## config.mk

```make
export PLATFORM = sky130hd
export DESIGN_NAME = prince_share_masker
export DESIGN_NICKNAME = d
export VERILOG_FILES = /design/src/rtl/prince_mask_pkg.sv /design/src/rtl/prince_share_split.sv /design/src/rtl/prince_share_masker.sv
export SDC_FILE = /design/constraint.sdc
export NUM_CORES = 1
export LEC_CHECK = 0
export ABC_CLOCK_PERIOD_IN_PS = 20500
export CAP_MARGIN = 30
export CORE_AREA = 2 2 408 410
export CTS_CLUSTER_DIAMETER = 50
export DETAILED_ROUTE_END_ITERATION = 8
export DIE_AREA = 0 0 410 412
export GPL_TIMING_DRIVEN = 1
export SYNTH_ARGS = -nofsm -noshare
export SYNTH_HDL_FRONTEND = slang
export SYNTH_HIERARCHICAL = 1
export SYNTH_SLANG_ARGS = --single-unit
```

## constraint.sdc

```tcl
create_clock -name clk -period 20.5 [get_ports clk]
set_clock_uncertainty 0.1 [all_clocks]
set_input_delay 3.075 -clock clk [delete_from_list [all_inputs] [get_ports clk]]
set_output_delay 3.075 -clock clk [all_outputs]
set_load 0.01 [all_outputs]
```

## src/rtl/prince_mask_pkg.sv

```systemverilog
// Shared state encoding, widths and randomness slicing for the masked PRINCE input stage.
package prince_mask_pkg;
    localparam int NSHARES = 5;
    localparam int W       = 64;
    localparam int RND_W   = 256;

    typedef enum logic [1:0] {
        IDLE  = 2'd0,
        RND_S = 2'd1,
        RND_K = 2'd2,
        OUT   = 2'd3
    } state_t;

    // Randomness word idx: r0 = [63:0] ... r3 = [255:192].
    function automatic logic [W-1:0] rnd_word(input logic [RND_W-1:0] rnd, input int idx);
        return rnd[idx*W +: W];
    endfunction
endpackage

```

## src/rtl/prince_share_split.sv

```systemverilog
// Registered 1-to-5 Boolean split of a 64-bit word: four shares are the random
// words, the fifth is the word XORed with all of them.
module prince_share_split
    import prince_mask_pkg::*;
(
    input  logic             clk,
    input  logic             rst,
    input  logic             load,
    input  logic [W-1:0]     word,
    input  logic [RND_W-1:0] rnd,
    output logic [W-1:0]     v,
    output logic [W-1:0]     w,
    output logic [W-1:0]     x,
    output logic [W-1:0]     y,
    output logic [W-1:0]     z
);
    logic [W-1:0] masked;

    always_comb begin
        masked = word;
        for (int i = 0; i < NSHARES - 1; i++) begin
            masked = masked ^ rnd_word(rnd, i);
        end
    end

    always_ff @(posedge clk or posedge rst) begin
        if (rst) begin
            v <= '0;
            w <= '0;
            x <= '0;
            y <= '0;
            z <= '0;
        end else if (load) begin
            v <= masked;
            w <= rnd_word(rnd, 0);
            x <= rnd_word(rnd, 1);
            y <= rnd_word(rnd, 2);
            z <= rnd_word(rnd, 3);
        end
    end
endmodule

```

## src/rtl/prince_share_masker.sv

```systemverilog
// Input-side masking unit: captures plaintext/key, fetches randomness and presents
// 5-share encodings to the round datapath. Key masking is built with PRINCE_KEY_MASK_EN.
module prince_share_masker
    import prince_mask_pkg::*;
#(
    parameter int ZERO_ON_IDLE = 1
) (
    input  logic             clk,
    input  logic             rst,
    input  logic             i_valid,
    output logic             i_ready,
    input  logic [W-1:0]     i_data,
    input  logic [W-1:0]     i_key,
    input  logic             i_inv,
    output logic             rnd_req,
    input  logic             rnd_ack,
    input  logic [RND_W-1:0] rnd,
    output logic             o_valid,
    input  logic             o_ready,
    output logic [W-1:0]     o_v,
    output logic [W-1:0]     o_w,
    output logic [W-1:0]     o_x,
    output logic [W-1:0]     o_y,
    output logic [W-1:0]     o_z,
    output logic [W-1:0]     o_kv,
    output logic [W-1:0]     o_kw,
    output logic [W-1:0]     o_kx,
    output logic [W-1:0]     o_ky,
    output logic [W-1:0]     o_kz,
    output logic             o_inv
);
    state_t       state;
    logic [W-1:0] data_reg;
    logic [W-1:0] key_reg;
    logic         inv_reg;
    logic [W-1:0] sv, sw, sx, sy, sz;
    logic [W-1:0] kv, kw, kx, ky, kz;
    logic         hide;

    always_ff @(posedge clk or posedge rst) begin
        if (rst) begin
            state    <= IDLE;
            data_reg <= '0;
            key_reg  <= '0;
            inv_reg  <= 1'b0;
        end else begin
            case (state)
                IDLE: if (i_valid) begin
                    data_reg <= i_data;
                    key_reg  <= i_key;
                    inv_reg  <= i_inv;
                    state    <= RND_S;
                end
                RND_S: if (rnd_ack) begin
                    // Plain data must not linger once it has been masked.
                    data_reg <= '0;
`ifdef PRINCE_KEY_MASK_EN
                    state    <= RND_K;
`else
                    state    <= OUT;
`endif
                end
`ifdef PRINCE_KEY_MASK_EN
                RND_K: if (rnd_ack) begin
                    key_reg <= '0;
                    state   <= OUT;
                end
`endif
                OUT: if (o_ready) begin
`ifndef PRINCE_KEY_MASK_EN
                    key_reg <= '0;
`endif
                    state   <= IDLE;
                end
                default: state <= IDLE;
            endcase
        end
    end

    assign i_ready = (state == IDLE);
    assign rnd_req = (state == RND_S) || (state == RND_K);
    assign o_valid = (state == OUT);
    assign o_inv   = inv_reg;

    prince_share_split u_data_split (
        .clk  (clk),
        .rst  (rst),
        .load (state == RND_S && rnd_ack),
        .word (data_reg),
        .rnd  (rnd),
        .v    (sv),
        .w    (sw),
        .x    (sx),
        .y    (sy),
        .z    (sz)
    );

`ifdef PRINCE_KEY_MASK_EN
    prince_share_split u_key_split (
        .clk  (clk),
        .rst  (rst),
        .load (state == RND_K && rnd_ack),
        .word (key_reg),
        .rnd  (rnd),
        .v    (kv),
        .w    (kw),
        .x    (kx),
        .y    (ky),
        .z    (kz)
    );
`else
    assign kv = key_reg;
    assign kw = '0;
    assign kx = '0;
    assign ky = '0;
    assign kz = '0;
`endif

    assign hide = (ZERO_ON_IDLE != 0) && (state != OUT);

    assign o_v  = hide ? '0 : sv;
    assign o_w  = hide ? '0 : sw;
    assign o_x  = hide ? '0 : sx;
    assign o_y  = hide ? '0 : sy;
    assign o_z  = hide ? '0 : sz;
    assign o_kv = hide ? '0 : kv;
    assign o_kw = hide ? '0 : kw;
    assign o_kx = hide ? '0 : kx;
    assign o_ky = hide ? '0 : ky;
    assign o_kz = hide ? '0 : kz;
endmodule

```

==> flow_summary_export.csv, run 1 <==
group,metric,value,unit
outcome,status,"finished, final reports clean",
job,maxCapViolCount,0,
finish,finalNetCount,3163,
hold_path,hold_start,"u_data_split/x[10]",
logic_synthesis,yosysTopAreaCell,"dfrtp_1",
clock_network,cts_setup_buffers,0,
logic_synthesis,syn_area,0.02559,mm²
timing,drv_slew,0,
timing,hold_viol,0,
timing,fmax,0.1303,GHz
die,die_w,410,µm
clock_network,numCtsBuffers,78,
logic_synthesis,synthAdderAreaFrac,0.2933,%
logic_synthesis,synthFlopType,"dfrtp_1",
global_routing,overflow,0,
clock_network,postCtsHoldBufs,0,
clock_network,worst_skew_pair.late_latency,0.69,ns
clock_network,cts-root-buf,"clkbuf_16",
timing,min_period,7.674,ns
logic_synthesis,muxShareOfSynthArea,18.69,%
finish,nFillCells,17480,
global_routing,grt_max_degree,114,
die,coreArea,0.1642,mm²
routing,drtPass1Iterations,5,
power,powerDensity,140.9,mW/mm²
clock_network,clk_path_buf_depth,3,
clock_network,post_cts_resized,0,
place,gp_congestion,0.8325,
routing,via_count,17290,
timing,worst_pin_slew,0.9912,ns
die,io_pins,1034,
logic_synthesis,synth_xor_area_share,10.06,%
timing,relSlewSlack,33.92,%
logic_synthesis,synth_area_leaders,"dfrtp_1, mux2_4, and2_1",
power,ir_drop,77.15,µV
clock_network,cts_tree,"done",
global_routing,grt_pass1_wl,139100,µm
setup_path,crit_required,17.33,ns
global_routing,grt_usage,11.62,%
logic_synthesis,synth_top_area_share,44.10,%
setup_path,worstPathArrival,4.50,ns
place,io_buffers,777,
timing,hold_slack,0.3789,ns
die,start_util,15.58,%
die,rows,149,
clock_network,cts.clk_slew.worst_paths,0.05,ns
finish,drive_above_1_share,17.13,%
routing,via_per_inst,3.439,
die,die_h,412,µm
finish,design_area,0.03751,mm²
routing,drc,0,
logic_synthesis,synth-seq-cells,451,
setup_path,crit_fanout,95,
global_routing,grt_pass1_vias,17650,
routing,ant_nets,0,
timing,setup_viol,0,
timing,post-route-period-util,37.43,%
clock_network,clock-sinks,451,
timing,fin_setup_tns,0,ns
timing,rsz0062_at_grt,"no",
routing,drt_wl_total,102100,µm
setup_path,critPathLaunch,"state[0]",
routing,routedWlPerCell,20.30,µm
finish,area_delta_synth_final,46.58,%
logic_synthesis,synth-edff-count,0,
logic_synthesis,yosysSeqAreaShare,44.10,%
global_routing,antenna_found_initial,34,
logic_synthesis,ys.warnings.count,6,
place,placed_area,0.03461,mm²
setup_path,start_kind,"register",
setup_path,r2r_start,"state[1]",
setup_path,critPathCaptureType,"output port",
logic_synthesis,ys_types,26,
logic_synthesis,yosys-top-cells-count,"dfrtp_1, and2_1, mux2_4",
power,power.leakage,0.01622,µW
die,die-area,0.1689,mm²
logic_synthesis,avgSynthCellArea,12.73,µm²
clock_network,cts_max_level,3,
setup_path,path_class,"register to output port",
logic_synthesis,synth_top_family_by_area,"multiplexers",
hold_path,hold_path_class,"register to register",
logic_synthesis,async_flop_share,100.0,%
place,dpl.hpwl,77100,µm
routing,detail_route.iter0.violations,922,
logic_synthesis,yosysMostFrequentCell,"dfrtp_1",
logic_synthesis,syn_inst,2011,
logic_synthesis,synthSimpleGateAreaFrac,12.68,%
logic_synthesis,synth_compound_area_share,3.476,%
==> kinds of logic after synthesis <==
family                     after synthesis
muxes                                  325
and+or+nand+nor                        518
other                                    1
DFF                                    451
adders and majority gates                6
xor gates and xnor gates               192
buffers and inverters                  389
AOI/OAI and AO/OA                      129
==> power breakdown <==
| group | switching, µW | internal, µW |
|---|---|---|
| Clock | 538 | 857 |
| Combinational | 987 | 1330 |
| Sequential | 266 | 1310 |
| Total | 1790 | 3490 |
==> layout make-up <==
type                            count  area [µm²]  share of cell area (%)
Timing Repair Buffer              804        8043                   21.44
Inverter                            6       37.54                  0.1001
Tap cell                         2189        2739                   7.301
Sequential cell                   451       11290                   30.09
Clock buffer                       96        2120                   5.650
Clock inverter                     48       684.4                   1.824
Antenna cell                        8       20.02                 0.05337
Multi-Input combinational cell   1426       12580                   33.54
==> worst max-delay path: stages (launching register included) <==
cell,delay [ns]
dfrtp_1,0.50
ha_4,0.74
buf_4,0.74
buf_4,0.73
and2_1,0.27
clkdlybuf4s50_1,0.55
==> cells in the final DEF, fill, tap and decap left out, types with 9 or more instances in the layout <==
cell type        instances
a22o_1                  64
and2_1                 384
buf_4                   24
clkbuf_16               78
clkbuf_8                10
clkdlybuf4s50_1        776
conb_1                 256
dfrtp_1                451
mux2_1                  20
mux2_4                 300
nand2_1                 65
nand4b_1                64
o21ai_0                 64
xnor2_1                 64
xnor3_1                 55
xnor3_2                  9
xor2_1                  64
==> final timing paths <==
kind,end,slack [ns],cells past startpoint
setup / recovery,o_y[36],12.83,5
hold / removal,u_data_split/x[10],0.38,1
setup reg to reg,u_data_split/y[39],15.47,7
hold reg to reg,u_data_split/x[10],0.38,1
max in group asynchronous,u_data_split/w[18],15.05,5
min in group asynchronous,u_data_split/y[50],2.87,2
==> per-stage QoR <==
| stage | utilization, % | power [µW] | setup slack (ns) | std cells |
|---|---|---|---|---|
| finish | 22.84 | 5285 | 12.83 | 5028 |
| detailed placement | 21.07 | 3913 | 12.74 | 4873 |
| floorplan | - | 2973 | 8.469 | 2266 |
| CTS | 22.78 | 5366 | 12.66 | 5017 |
| global placement | 21.06 | 3892 | 12.77 | 4872 |
| global route | 22.83 | 5581 | 12.42 | 5020 |
==> per-layer routing <==
layer	GRT usage [%]	share of wire [%]
met2	18.46	47
met4	3.201	2.1
met1	14.77	43
met3	4.219	8.5
met5	0	0.053
Power figures use the tool's default switching activity.
==> run 2, diff against run 1 <==
- ABC_CLOCK_PERIOD_IN_PS: 20500 -> 7800
- CORE_AREA: 2 2 408 410 -> 2 2 402 404
- DIE_AREA: 0 0 410 412 -> 0 0 404 406
- clock period: 20.5 -> 7.8 ns (I/O delays scaled with it)
==> flow_summary_export.csv, run 2 (synthesis results as in run 1) <==
group,metric,value,unit
timing,relSlewSlack,30.70,%
die,die_h,406,µm
global_routing,grt_pass1_wl,135300,µm
clock_network,postCtsHoldBufs,0,
global_routing,grt_max_degree,186,
routing,routedWlPerCell,20.23,µm
finish,fin_cells,4912,
die,io_pins,1034,
setup_path,critical_path.max_stage_delay,0.76,ns
place,dpl.hpwl,75870,µm
global_routing,grt_usage,11.60,%
setup_path,crit_buf_inv,2,
finish,finalNetCount,3156,
die,die-area,0.1640,mm²
finish,multi_input_area,0.01258,mm²
place,dp.cells,4768,
setup_path,path_class,"register to output port",
timing,drv_slew,0,
clock_network,cts_setup_buffers,0,
finish,final_cell_mix,"clkdlybuf4s50_1, dfrtp_1, and2_1",
routing,detail_route.iter0.violations,924,
finish,fin_util,23.36,%
clock_network,worst_skew_pair.late_latency,0.68,ns
finish,seqCellArea,0.01129,mm²
global_routing,use_met2,18.29,%
clock_network,clk_path_buf_depth,3,
place,io_buffers,777,
place,placed_area,0.03455,mm²
routing,drc,0,
setup_path,crit_slowest_cell,"buf_4",
global_routing,grtUsageMet3,4.539,%
finish,final_common_cell,"clkdlybuf4s50_1",
place,gp_congestion,0.8599,
finish,nFillCells,16990,
power,ir_drop,203.7,µV
timing,min_period,4.718,ns
routing,drt_wl_total,99360,µm
die,coreArea,0.1596,mm²
timing,post-route-period-util,60.48,%
timing,fin_setup_tns,0,ns
timing,rsz0062_at_grt,"no",
clock_network,numCtsBuffers,75,
die,start_util,16.03,%
outcome,status,"finished, final reports clean",
setup_path,start_kind,"register",
setup_path,cp_top_family,"buffers and inverters",
finish,area_delta_synth_final,45.71,%
die,rows,147,
routing,via_count,17270,
timing,hold_viol,0,
hold_path,hold_path_class,"register to register",
clock_network,post_cts_resized,0,
routing,via_per_inst,3.516,
setup_path,worstPathArrival,3.45,ns
finish,drive_above_1_share,16.96,%
timing,setup_viol,0,
clock_network,cts.clk_slew.worst_paths,0.06,ns
clock_network,cts-root-buf,"clkbuf_16",
clock_network,clock-sinks,451,
setup_path,crit_required,6.53,ns
die,die_w,404,µm
clock_network,cts_max_level,3,
timing,fmax,0.2120,GHz
routing,ant_nets,0,
global_routing,grt_pass1_vias,17500,
routing,drtPass1Iterations,5,
power,power.leakage,0.01619,µW
clock_network,cts_tree,"done",
setup_path,crit_fanout,104,
setup_path,critPathCaptureType,"output port",
global_routing,antenna_found_initial,47,
global_routing,grt-busiest-layer,"met2",
power,powerDensity,371.0,mW/mm²
global_routing,grt.met1_usage,14.26,%
global_routing,overflow,0,
timing,worst_pin_slew,1.040,ns
setup_path,crit_chain,"ha_4 -> buf_4 -> and2_1 -> clkdlybuf4s50_1",
finish,design_area,0.03729,mm²
power,power,13830,µW
job,maxCapViolCount,0,
-- run 2: changes by cell type in the layout (fill, tap and decap cells not counted), sizes merged --
cell and change:
clkbuf -8, inv +8, clkinvlp -5, buf -4, clkinv -3, diode -1
-- run 2: path summary, 6_finish.rpt --
path,startpoint,to,slack [ns],cells past startpoint
min reg2reg,u_data_split/x[22],u_data_split/x[22],0.38,1
max reg2reg,state[1],data_reg[39],4.12,6
max,state[0],o_kv[47],3.08,4
min,u_data_split/x[22],u_data_split/x[22],0.38,1
max in group asynchronous,rst,u_data_split/z[54],5.11,3
min in group asynchronous,rst,data_reg[24],0.98,2
-- run 2: final cells by class --
class / count / area share, %
Antenna cell: 7 / 0.04697
Clock buffer: 88 / 5.432
Clock inverter: 48 / 1.802
Inverter: 6 / 0.09059
Multi-Input combinational cell: 1426 / 33.74
Sequential cell: 451 / 30.26
Tap cell: 2086 / 6.999
Timing Repair Buffer: 800 / 21.62
-- run 2: worst register-to-register path: stages (launching register included) --
cell,delay (ns)
dfrtp_1,0.43
inv_1,0.23
ha_4,0.84
mux2i_4,0.96
buf_4,0.66
o21ai_0,0.25
nand2_1,0.09
-- run 2: through the flow --
step           setup WS [ns]  hold slack [ns]
2_1_floorplan          2.263           0.3489
4_1_cts                2.938           0.3817
5_1_grt                2.831           0.4042
3_3_place_gp           3.659           0.3598
3_5_place_dp           3.739           0.3705
6_report               3.082           0.3784
-- run 2: report_power, final --
group / leakage [µW] / internal [µW] / total [µW] / switching [µW]
sequential: 0.00547 / 3450 / 4220 / 775
clock: 0.00133 / 2190 / 3590 / 1400
combinational: 0.00939 / 3480 / 6020 / 2540
total: 0.0162 / 9110 / 13800 / 4720
-- run 2: layer usage --
metal | up-vias | share of wire, %
li1 | 7736 | -
met1 | 8559 | 42
met2 | 787 | 46
met3 | 174 | 9.0
met4 | 16 | 3.1
met5 | - | 0.097
